`config.mk`:
```
export PLATFORM = sky130hd
export DESIGN_NAME = obstacle_spawn_scheduler
export DESIGN_NICKNAME = d
export VERILOG_FILES = /design/src/rtl/obstacle_spawn_scheduler_pkg.sv /design/src/rtl/spawn_gap_calc.sv /design/src/rtl/obstacle_spawn_scheduler.sv
export SDC_FILE = /design/constraint.sdc
export NUM_CORES = 1
export LEC_CHECK = 0
export BUFFER_PORTS_ARGS = -buffer_cell sky130_fd_sc_hd__buf_2
export CORE_AREA = 2 2 47 58
export CTS_CLUSTER_SIZE = 25
export DETAILED_ROUTE_END_ITERATION = 6
export DIE_AREA = 0 0 49 60
export PLACE_DENSITY = 0.83
export SYNTH_ARGS = -nofsm -noshare
export SYNTH_HDL_FRONTEND = slang
export SYNTH_SLANG_ARGS = --single-unit
```
`constraint.sdc`:
```
create_clock -name clk -period 1.89 [get_ports clk]
set_input_delay 0.0945 -clock clk [delete_from_list [all_inputs] [get_ports clk]]
set_output_delay 0.0945 -clock clk [all_outputs]
set_load 0.01 [all_outputs]
```
`src/rtl/obstacle_spawn_scheduler_pkg.sv`:
```
// Shared definitions for the obstacle spawn scheduler: FSM state
// encodings, default minimum gap and the pad constants used to widen
// the 4-bit LFSR value into a frame-count gap.
package obstacle_spawn_scheduler_pkg;

    typedef enum logic [1:0] {
        ST_IDLE  = 2'd0,
        ST_LOAD  = 2'd1,
        ST_COUNT = 2'd2,
        ST_REQ   = 2'd3
    } state_t;

    localparam int DEFAULT_MIN_GAP = 8;

    // Padded gap is {PAD_HI, lfsr_val, PAD_LO}: 15..255 unscaled.
    localparam logic [3:0] PAD_HI = 4'b0000;
    localparam logic [3:0] PAD_LO = 4'b1111;
    localparam int         RAW_W  = 12;

endpackage

```
`src/rtl/spawn_gap_calc.sv`:
```
// spawn_gap_calc: purely combinational gap computation. Pads the LFSR
// value, right-shifts it by the speed level and clamps the result to
// MIN_GAP, zero-extended to GAP_W.
module spawn_gap_calc
    import obstacle_spawn_scheduler_pkg::*;
#(
    parameter int GAP_W   = 12,
    parameter int MIN_GAP = DEFAULT_MIN_GAP
) (
    input  logic [3:0]       lfsr_val,
    input  logic [1:0]       speed_lvl,
    output logic [GAP_W-1:0] gap
);

    localparam logic [GAP_W-1:0] MIN_GAP_V = GAP_W'(MIN_GAP);

    logic [RAW_W-1:0] padded;
    logic [RAW_W-1:0] shifted;
    logic [GAP_W-1:0] gap_ext;

    // Pad, shift by speed level, then clamp the short gaps up to MIN_GAP.
    always_comb begin
        padded  = {PAD_HI, lfsr_val, PAD_LO};
        shifted = padded >> speed_lvl;
        gap_ext = GAP_W'(shifted);
        gap     = (gap_ext < MIN_GAP_V) ? MIN_GAP_V : gap_ext;
    end

endmodule

```
`src/rtl/obstacle_spawn_scheduler.sv`:
```
// obstacle_spawn_scheduler: steps the external obstacle LFSR once per
// spawn, turns its value into a tick-count gap and issues a held spawn
// request once the gap has elapsed.
// Optional feature macro: OBSTACLE_SPAWN_STATS_EN adds a saturating
// 16-bit spawn_count of accepted spawns (cleared by reset only).
//
// Handshake: spawn_req is the valid, spawn_ack the ready. A spawn is
// accepted at a clock edge where spawn_req=1 and spawn_ack=1; spawn_req
// stays high (regardless of run/tick) until then, and spawn_ack with
// spawn_req=0 has no effect. game_over overrides an accept in the same
// cycle.
module obstacle_spawn_scheduler
    import obstacle_spawn_scheduler_pkg::*;
#(
    parameter int GAP_W   = 12,
    parameter int MIN_GAP = DEFAULT_MIN_GAP
) (
    input  logic             clk,
    input  logic             reset,
    input  logic             run,
    input  logic             game_over,
    input  logic             tick,
    input  logic [1:0]       speed_lvl,
    input  logic [3:0]       lfsr_val,
    output logic             lfsr_step,
    output logic             spawn_req,
    input  logic             spawn_ack,
    output logic             spawn_kind,
    output logic [GAP_W-1:0] gap_cnt,
    output logic             busy,
`ifdef OBSTACLE_SPAWN_STATS_EN
    output logic [15:0]      spawn_count,
`endif
    output logic [1:0]       state_dbg
);

    state_t           state, state_nxt;
    logic [GAP_W-1:0] gap_nxt;
    logic             kind_nxt;
    logic [GAP_W-1:0] new_gap;
    logic             accept;

    spawn_gap_calc #(
        .GAP_W   (GAP_W),
        .MIN_GAP (MIN_GAP)
    ) u_gap_calc (
        .lfsr_val  (lfsr_val),
        .speed_lvl (speed_lvl),
        .gap       (new_gap)
    );

    // Outputs decode from registered state only.
    assign lfsr_step = (state == ST_LOAD);
    assign spawn_req = (state == ST_REQ);
    assign busy      = (state != ST_IDLE);
    assign state_dbg = state;
    assign accept    = (state == ST_REQ) && spawn_ack && !game_over;

    // Next-state and next-register logic; game_over beats ack beats tick.
    always_comb begin
        state_nxt = state;
        gap_nxt   = gap_cnt;
        kind_nxt  = spawn_kind;
        if (game_over) begin
            state_nxt = ST_IDLE;
            gap_nxt   = '0;
        end else begin
            case (state)
                ST_IDLE: begin
                    if (run) state_nxt = ST_LOAD;
                end
                ST_LOAD: begin
                    gap_nxt   = new_gap;
                    kind_nxt  = lfsr_val[0];
                    state_nxt = ST_COUNT;
                end
                ST_COUNT: begin
                    if (tick && run) begin
                        gap_nxt = gap_cnt - 1'b1;
                        if (gap_cnt == GAP_W'(1)) state_nxt = ST_REQ;
                    end
                end
                ST_REQ: begin
                    if (spawn_ack) state_nxt = ST_LOAD;
                end
                default: state_nxt = ST_IDLE;
            endcase
        end
    end

    // State and datapath registers.
    always_ff @(posedge clk or posedge reset) begin
        if (reset) begin
            state      <= ST_IDLE;
            gap_cnt    <= '0;
            spawn_kind <= 1'b0;
        end else begin
            state      <= state_nxt;
            gap_cnt    <= gap_nxt;
            spawn_kind <= kind_nxt;
        end
    end

`ifdef OBSTACLE_SPAWN_STATS_EN
    // Saturating count of accepted spawns; only reset clears it.
    always_ff @(posedge clk or posedge reset) begin
        if (reset) begin
            spawn_count <= '0;
        end else if (accept && (spawn_count != 16'hFFFF)) begin
            spawn_count <= spawn_count + 16'd1;
        end
    end
`else
    // Without statistics the accept strobe has no consumer.
    logic unused_accept;
    assign unused_accept = accept;
`endif

endmodule

```
**Word-level counts from Yosys, hierarchy flattened**

Cells that the tools add are included.

- Register bits after elaboration: 15
- Input bits: 12
- Output and inout port bits: 18

- Add/subtract/negate cells: 1
- Magnitude comparators: 1
- Equality and inequality tests: 8
- Shifts and indexed selects: 1
- Mux-type cells: 10
- Bitwise logic cells: 1
- Reductions and logical operators: 7

Operators with widths:

| operator | count |
|---|---|
| $mux 12 | 3 |
| $pmux 12 s2 | 1 |
| $eq 12x1->1 const B | 1 |
| $lt 12x4->1 const B | 1 |
| $shr 8x2->12 | 1 |
| $sub 12x1->12 const B | 1 |
| $mux 2 | 5 |
| $ne 3x3->1 const B | 3 |
| $pmux 2 s4 | 1 |
| $eq 2x2->1 const B | 2 |
| $reduce_and 2->1 | 2 |
| $reduce_and 4->1 | 1 |
| $ne 3x2->1 const B | 1 |
| $reduce_bool 3->1 | 1 |
| $eq 2x1->1 const B | 1 |
| $logic_not 2->1 | 1 |
| $reduce_bool 2->1 | 1 |
| $logic_and 1x1->1 | 1 |
| $not 1->1 | 1 |

**Longest topological paths before layout**

Gate-level depths: netlist (run 1).

- Depth after elaboration: 5
- Mapped depth: 7

**Hierarchy**

From an unflattened synthesis (run 1), not the netlist that was laid out.

- Cell total of the unflattened synthesis: 158
- Area, all modules: 1321.3 um^2

By module, submodules not included:

| module | instances | cells each | area an instance (um^2) |
|---|---|---|---|
| obstacle_spawn_scheduler | 1 | 126 | 1109.8 |
| spawn_gap_calc | 1 | 32 | 211.5 |

**Worst setup path before layout (run 1)**

OpenSTA, ideal clock, no wires.

- Path kind: register to register
- Start: register state[1], in the netlist state_dbg[1]
- End: register gap_cnt[5]
- Arrival time: 1.516 ns
- Data required time: 1.754 ns
- Path slack: 0.239 ns
- Stages on the path, launching flop included: 8
- Path buffers: 1
- Clock period less this slack: 1.651 ns
- Path through: dfrtp_1 -> inv_1 -> ha_1 -> nor2b_1 -> buf_2 -> nor2_1 -> a221oi_1 -> a21oi_1

- Cells in the longest elaborated chain, start to end: 3
- Elaborated cells between the ends (all ways): 7

Ends and longest elaborated chain:

| what | RTL line | source |
|---|---|---|
| from (decl) | obstacle_spawn_scheduler.sv:37 | `state_t state, state_nxt;` |
| from (signal assigned) | obstacle_spawn_scheduler.sv:98 | `state <= state_nxt;` |
| $eq 2x1->1 (*) | n/a |  |
| net lfsr_step | obstacle_spawn_scheduler.sv:25 | `output logic lfsr_step,` |
| $pmux 12 s2 / $reduce_bool 3->1 (equally long branches) | n/a |  |
| $mux 12 / $reduce_and 2->1 (equally long branches) | n/a |  |
| to (signal assigned) | obstacle_spawn_scheduler.sv:99 | `gap_cnt <= gap_nxt;` |
| to (decl) | obstacle_spawn_scheduler.sv:29 | `output logic [GAP_W-1:0] gap_cnt,` |

The timed path passes the listed nets; every way through them passes the cells marked *.
A chain may end at the register's enable or synchronous reset.

**Worst setup path after layout (run 1)**

- Start: register state[0], in the netlist state_dbg[0]
- End: register gap_cnt[3]

- Cells in the longest elaborated chain, start to end: 3
- Elaborated cells between the ends (all ways): 7

Ends and longest elaborated chain:

| what | RTL line | source |
|---|---|---|
| $eq 2x2->1 / $eq 2x1->1 (equally long branches) | obstacle_spawn_scheduler.sv:68 | `case (state)` |
| $pmux 12 s2, or another cell as far along | obstacle_spawn_scheduler.sv:68 |  |
| $mux 12 / $reduce_and 2->1 (equally long branches) | n/a |  |

Parallel ways exist; a longest one is shown, timed or not.

==> metrics.md, run 1 <==
| Metric | Value |
|---|---|
| Placement Cell Area | `about 0.0014 mm²` |
| Final period utilization | `between 90 and 100%` |
| Clk root buf | `clkbuf_4` |
| Post-CTS setup buffer count | `0` |
| Crit-path slowest cell | `dfrtp_1` |
| Post-Synthesis Cells | `around 140` |
| Post-synthesis mux area share | `5.98%` |
| H-tree lvl count | `1` |
| Pin count of the biggest net entering global routing | `17` |
| Hold_ws | `approximately 0.083 ns` |
| Combinational fraction of design power | `~60%` |
| Share of cells above drive strength 1 | `a little over a quarter` |
| Fin util | `59.2%` |
| Critical path type | `reg -> reg` |
| Drt first pass iters | `4` |
| # rows | `20` |
| Crit-path leading delay family | `compound AO/OA/AOI/OAI gates` |
| Crit path depth | `6` |
| Clk slew on worst S/H paths | `approximately 0.10 ns` |
| Synth Area in XOR/XNOR | `0%` |
| Pwr/cell area | `roughly 1200 mW/mm²` |
| Post-synthesis sequential area ratio | `approximately 31%` |
| CP max stage delay | `roughly 0.42 ns` |
| Detailed Route Iter0 Violations | `39` |
| Routed vias | `between 1000 and 1500` |
| Max Freq | `between 500 and 600 MHz` |
| Psw | `0.835 mW` |
| Die W | `roughly 49 µm` |
| Worst setup EP type | `flop` |
| Routed len/inst | `roughly 14 µm` |
| Vias in the first global route | `approximately 1200` |
| FF+latch count, synth | `15` |
| Clk_lat worst skew | `0.29 ns` |
| Dpl cells | `just over 200` |
| Die Span Y | `approximately 60 µm` |
| Ant diodes | `0` |
| Final hold vios | `0` |
| Post-synthesis net count | `160` |
| Area growth from synthesis to layout | `18.4%` |
| Synthesized area per cell | `between 8 and 9 µm²` |
| Sw Ratio | `47.0%` |
| Input/output buffers | `29` |
| CP startpoint kind | `flop` |
| Hold depth | `2` |
| Die ar. | `roughly 0.003 mm²` |
| GRT overflow | `0` |
| Clk buf depth | `2` |
| Static Leakage | `0.659 nW` |
| HP Class | `in -> reg` |
| WP buf/inv | `1` |
| First-pass GRT wire length | `4860 µm` |
| # IOs | `30` |
| Fin crit period | `about 1.7 ns` |
| Core outline area | `about 0.0024 mm²` |
| Post-DP HPWL | `between 2000 and 2500 µm` |
| Post-route insts no fill | `207` |
| CTS tree | `built` |
| Gpl congestion | `about 0.80` |
| Drt via density | `approximately 5.9` |
| Setup violations, final | `0` |
| Design area | `approximately 0.0014 mm²` |
| Sink Count | `15` |
| Compound-cell area share of the yosys netlist | `19.6%` |
| Nets | `approximately 190` |
| Largest family of logic cells by synthesized area | `simple AND/OR/NAND/NOR gates` |
| Setup Skew | `between 0.007 and 0.008 ns` |
| Post-Syn Area | `approximately 0.0012 mm²` |
| RSZ-0062 raised after global routing | `yes` |
| Most frequent cells in the layout | `buf_2 (29), dfrtp_1 (15), a21oi_1 (11)` |
| Worst path cell trace | `inv_1 -> ha_1 -> and3_2 -> a211oi_1 -> a311oi_1 -> o31a_1` |
| R2R cell count | `6` |
| Post-synth cell types | `39` |
| Worst-margin pin slew | `a little under 0.6 ns` |
| Total GRT Usage | `a little over a fifth` |
| Status | `finished clean` |
| Total CTS buffers | `3` |
| Synthesized-area fraction occupied by adder cells | `6.19%` |
| Fin. max-slew vios | `0` |
| Req. time, crit path | `about 2.1 ns` |
| Initial antenna violation count | `0` |
| Initial core utilization | `about half` |
| Most common cell after layout, fill and taps aside | `buf_2` |
| Power share of the clock group | `between 10 and 15%` |
| # DRC | `0` |
| Number of maximum-capacitance violations | `0` |
| CP arrival | `just under 2 ns` |
| Peak VDD IR | `approximately 1 mV` |
| Int Pwr | `roughly 0.94 mW` |
| Post-route ant nets | `0` |
| Slew headroom | `approximately 61%` |
| Synth Area in Simple Gates | `between 30% and 40%` |
| Final TNS setup | `0 ns` |
| Crit path max fanout | `9` |
| Ys Warns | `0` |
| Sequential power share | `between 20% and 30%` |
| DRT Wirelength | `2830 µm` |
-- worst reg2reg max path, delay by kind of cell, from the launching register on --
family	cells	cell delay (ns)
fa+ha+maj	1	0.25
compound gates	3	0.59
buf+inv	1	0.11
simple gates	1	0.32
flops	1	0.42
-- power by group through the flow --
| stage | Clock [mW] | Sequential [mW] | Combinational [mW] |
|---|---|---|---|
| finish | 0.194 | 0.518 | 1.07 |
| global route | 0.212 | 0.534 | 1.16 |
| CTS | 0.196 | 0.518 | 1.06 |
| detailed placement | 0 | 0.525 | 1.05 |
| global placement | 0 | 0.518 | 1.01 |
| floorplan | 0 | 0.545 | 0.724 |
-- metrics by stage --
| step | power (mW) | setup slack (ns) |
|---|---|---|
| detailed placement | 1.57 | 0.125 |
| floorplan | 1.27 | 0.239 |
| finish | 1.78 | 0.143 |
| global placement | 1.53 | 0.198 |
| CTS | 1.77 | 0.0535 |
| global route | 1.91 | -0.0142 |
-- cell type report --
class	count	area, µm²
Fill cell	228	991
Multi-Input combinational cell	110	758
Sequential cell	15	375
Timing Repair Buffer	36	200
Tap cell	33	41.3
Inverter	9	33.8
Clock buffer	3	22.5
Clock inverter	1	5.00
-- metal layers --
layer / track usage [%] / routed length, µm / vias to the layer above
met5: 0 / 0 / -
met4: 9.80 / 55 / 0
met3: 4.00 / 142 / 8
met2: 39.3 / 1420 / 48
met1: 23.7 / 1210 / 566
li1: - / - / 596
-- synth_stat cells --
cell type / number / area (µm²)
dfrtp_1: 15 / 375
and3_1: 1 / 6.26
or3_1: 2 / 12.5
a211oi_1: 2 / 15.0
mux2i_1: 5 / 50.1
o31ai_1: 2 / 15.0
clkbuf_1: 3 / 11.3
buf_4: 2 / 15.0
a21oi_1: 11 / 55.1
nor4b_1: 1 / 8.76
o311ai_1: 1 / 8.76
nor3b_1: 2 / 15.0
nand3b_1: 2 / 15.0
nand2_1: 8 / 30.0
a311oi_1: 1 / 8.76
o31a_1: 1 / 8.76
o21ai_0: 10 / 50.1
nand2b_1: 6 / 37.5
nand4b_1: 2 / 17.5
inv_1: 9 / 33.8
nor3_1: 7 / 35.0
nand4_1: 5 / 31.3
nor3_2: 1 / 10.0
mux2_2: 2 / 22.5
o22ai_1: 2 / 12.5
nor4_4: 2 / 42.5
nand3_4: 1 / 17.5
nor4_1: 1 / 6.26
nor2_1: 8 / 30.0
a221oi_1: 1 / 8.76
nor2b_1: 4 / 25.0
a22o_1: 1 / 8.76
a31oi_1: 5 / 31.3
buf_6: 1 / 11.3
buf_2: 2 / 10.0
a21boi_0: 2 / 15.0
and4b_2: 1 / 11.3
ha_1: 6 / 75.1
nand3_1: 4 / 20.0
-- path summary, 6_finish.rpt --
check                             start          end  slack, ns
setup / recovery           state_dbg[0]   gap_cnt[3]       0.14
hold / removal              lfsr_val[0]   spawn_kind       0.08
setup reg to reg           state_dbg[0]   gap_cnt[3]       0.14
hold reg to reg              spawn_kind   spawn_kind       0.52
max in group asynchronous         reset   gap_cnt[3]       1.12
min in group asynchronous         reset  gap_cnt[10]       0.39
-- cells by family after synthesis --
kind of cell / count (synthesis)
and+or+nand+nor: 58
AOI/OAI and AO/OA: 39
buffers and inverters: 17
DFF: 15
muxes: 7
adders and majority gates: 6
-- what timing repair did --
item,4_1_cts,5_1_grt
resized for setup,0,1
setup endpoints to repair,0,3
hold buffers,1,0
hold endpoints to repair,15,0
-- sequential cells by signal (all words and copies together) (netlist names) --
| signal | flops |
|---|---|
| state_dbg | 2 |
| spawn_kind | 1 |
| gap_cnt | 12 |
Power figures use the tool's default switching activity.
==> run 2: changes to the inputs <==
- PLACE_DENSITY: 0.83 -> 0.77
==> metrics.md, run 2 (synthesized netlist as in run 1, its figures left out) <==
| Metric | Value |
|---|---|
| Core outline area | `0.00243 mm²` |
| FF-to-FF setup slack | `between 0.1 and 0.15 ns` |
| Initial antenna violation count | `0` |
| Vias in the first global route | `1092` |
| Total GRT Usage | `about a fifth` |
| Ant diodes | `0` |
| Worst-margin pin slew | `roughly 0.57 ns` |
| Sink Count | `15` |
| Dpl cells | `202` |
| Clk root buf | `clkbuf_4` |
| CP startpoint kind | `flop` |
| Crit path max fanout | `9` |
| Clk slew on worst S/H paths | `0.12 ns` |
| Number of maximum-capacitance violations | `0` |
| Total CTS buffers | `3` |
| Drt first pass iters | `4` |
| Die ar. | `roughly 0.003 mm²` |
| Slew headroom | `slightly above 60%` |
| Static Leakage | `around 0.66 nW` |
| Max reg flops | `12` |
| Design area | `about 0.0014 mm²` |
| Worst setup EP type | `flop` |
| Fillcell total | `~220` |
| Clk buf depth | `2` |
| Pin count of the biggest net entering global routing | `17` |
| R2R Path Start | `state_dbg[0]` |
| RSZ-0062 raised after global routing | `no` |
| Post-route insts no fill | `207` |
| CP max stage delay | `approximately 0.43 ns` |
| CTS tree | `built` |
| Multi-input gate area | `758 µm²` |
| Die W | `~49 µm` |
| Placement Cell Area | `between 0.001 and 0.0015 mm²` |
| # IOs | `30` |
| HP Start | `lfsr_val[0]` |
| Initial core utilization | `between 50% and 60%` |
| Peak VDD IR | `~0.7 mV` |
| Post-CTS setup buffer count | `0` |
| First-pass GRT wire length | `about 4600 µm` |
| # rows | `20` |
| Crit-path slowest cell | `dfrtp_1` |
| Final hold vios | `0` |
| Worst path cell trace | `inv_1 -> ha_1 -> and3_2 -> nor2_1 -> a221oi_1 -> a21oi_1` |
| Routed len/inst | `roughly 14 µm` |
| Input/output buffers | `29` |
| CP arrival | `1.93 ns` |
| Clk_lat worst skew | `0.32 ns` |
| Critical path type | `reg -> reg` |
| DRT Wirelength | `between 2000 and 3000 µm` |
| HP Class | `in -> reg` |
| Top reg by flops | `gap_cnt` |
| GRT overflow | `0` |
| Fin crit period | `between 1.5 and 2 ns` |
| Routed vias | `roughly 1200` |
| Die Span Y | `about 60 µm` |
| Fin. max-slew vios | `0` |
| H-tree lvl count | `1` |
| Drt via density | `5.87` |
| Post-DP HPWL | `between 2000 and 2500 µm` |
| Post-route ant nets | `0` |
| Setup violations, final | `0` |
| Share of cells above drive strength 1 | `a little over a quarter` |
| FF/Latch Area | `~380 µm²` |
| Final TNS setup | `0 ns` |
| Setup Skew | `around 0.015 ns` |
| Pwr/cell area | `approximately 1200 mW/mm²` |
| Final period utilization | `between 90 and 100%` |
| Critical path startpoint | `state_dbg[0]` |
| Nets | `between 150 and 200` |
| Gpl congestion | `about 0.78` |
| Most common cell after layout, fill and taps aside | `buf_2` |
| Max Freq | `575 MHz` |
| Most frequent cells in the layout | `buf_2 (29), dfrtp_1 (15), a21oi_1 (11)` |
| # DRC | `0` |
| Req. time, crit path | `around 2.1 ns` |
| Total power | `around 1.8 mW` |
| Detailed Route Iter0 Violations | `32` |
| Area growth from synthesis to layout | `18.6%` |
| Status | `finished clean` |
run 2: cell count changes in the layout (fill, tap and decap cells not counted):
cell | previous run | this run
clkinv_2 | 1 | 0
clkinvlp_4 | 0 | 1
run 2: layout make-up:
| class | count | share of cell area (%) |
|---|---|---|
| inverters | 9 | 2.35 |
| clock inverters | 1 | 0.522 |
| flip-flops and latches | 15 | 26.1 |
| well taps | 33 | 2.87 |
| repair buffers | 36 | 13.9 |
| multi-input cells | 110 | 52.7 |
| clock buffers | 3 | 1.57 |
run 2: per-layer routing:
layer	vias to the layer above	global-route usage, %	wire, µm
li1	589	-	-
met4	0	11.4	53
met3	5	3.25	146
met1	570	22.2	1190
met5	-	0	0
met2	52	39.1	1430
run 2: final timing paths:
path / cells past startpoint / end
min in group asynchronous: 3 / gap_cnt[7]
worst min-delay path: 2 / spawn_kind
worst max-delay path: 6 / gap_cnt[5]
worst max register to register: 6 / gap_cnt[5]
max in group asynchronous: 3 / gap_cnt[4]
worst min register to register: 1 / spawn_kind
run 2: timing repair:
| item | 4_1_cts | 5_1_grt |
|---|---|---|
| resized for setup | 0 | 1 |
| setup endpoints to repair | 0 | 2 |
| endpoints found under the hold margin | 15 | 0 |
| hold buffers | 1 | 0 |
run 2: through the flow:
stage,worst slack (ns),util (%),hold slack [ns]
floorplan,0.239,-,-0.00402
global placement,0.198,57.6,0.184
detailed placement,0.0990,57.6,0.188
CTS,0.0499,59.2,0.0777
global route,0.0318,59.3,0.0810
finish,0.150,59.3,0.0740
run 2: where the power goes:
group	internal (mW)	total, mW	switching [mW]
registers	0.400	0.517	0.117
clock network	0.0810	0.215	0.134
logic	0.462	1.06	0.596
run 2: critical path: cells and delay by family, from the launching register on:
| kind | cells | cell delay [ns] |
|---|---|---|
| compound gates | 2 | 0.40 |
| fa+ha+maj | 1 | 0.26 |
| flops | 1 | 0.43 |
| buf+inv | 1 | 0.11 |
| simple gates | 2 | 0.41 |
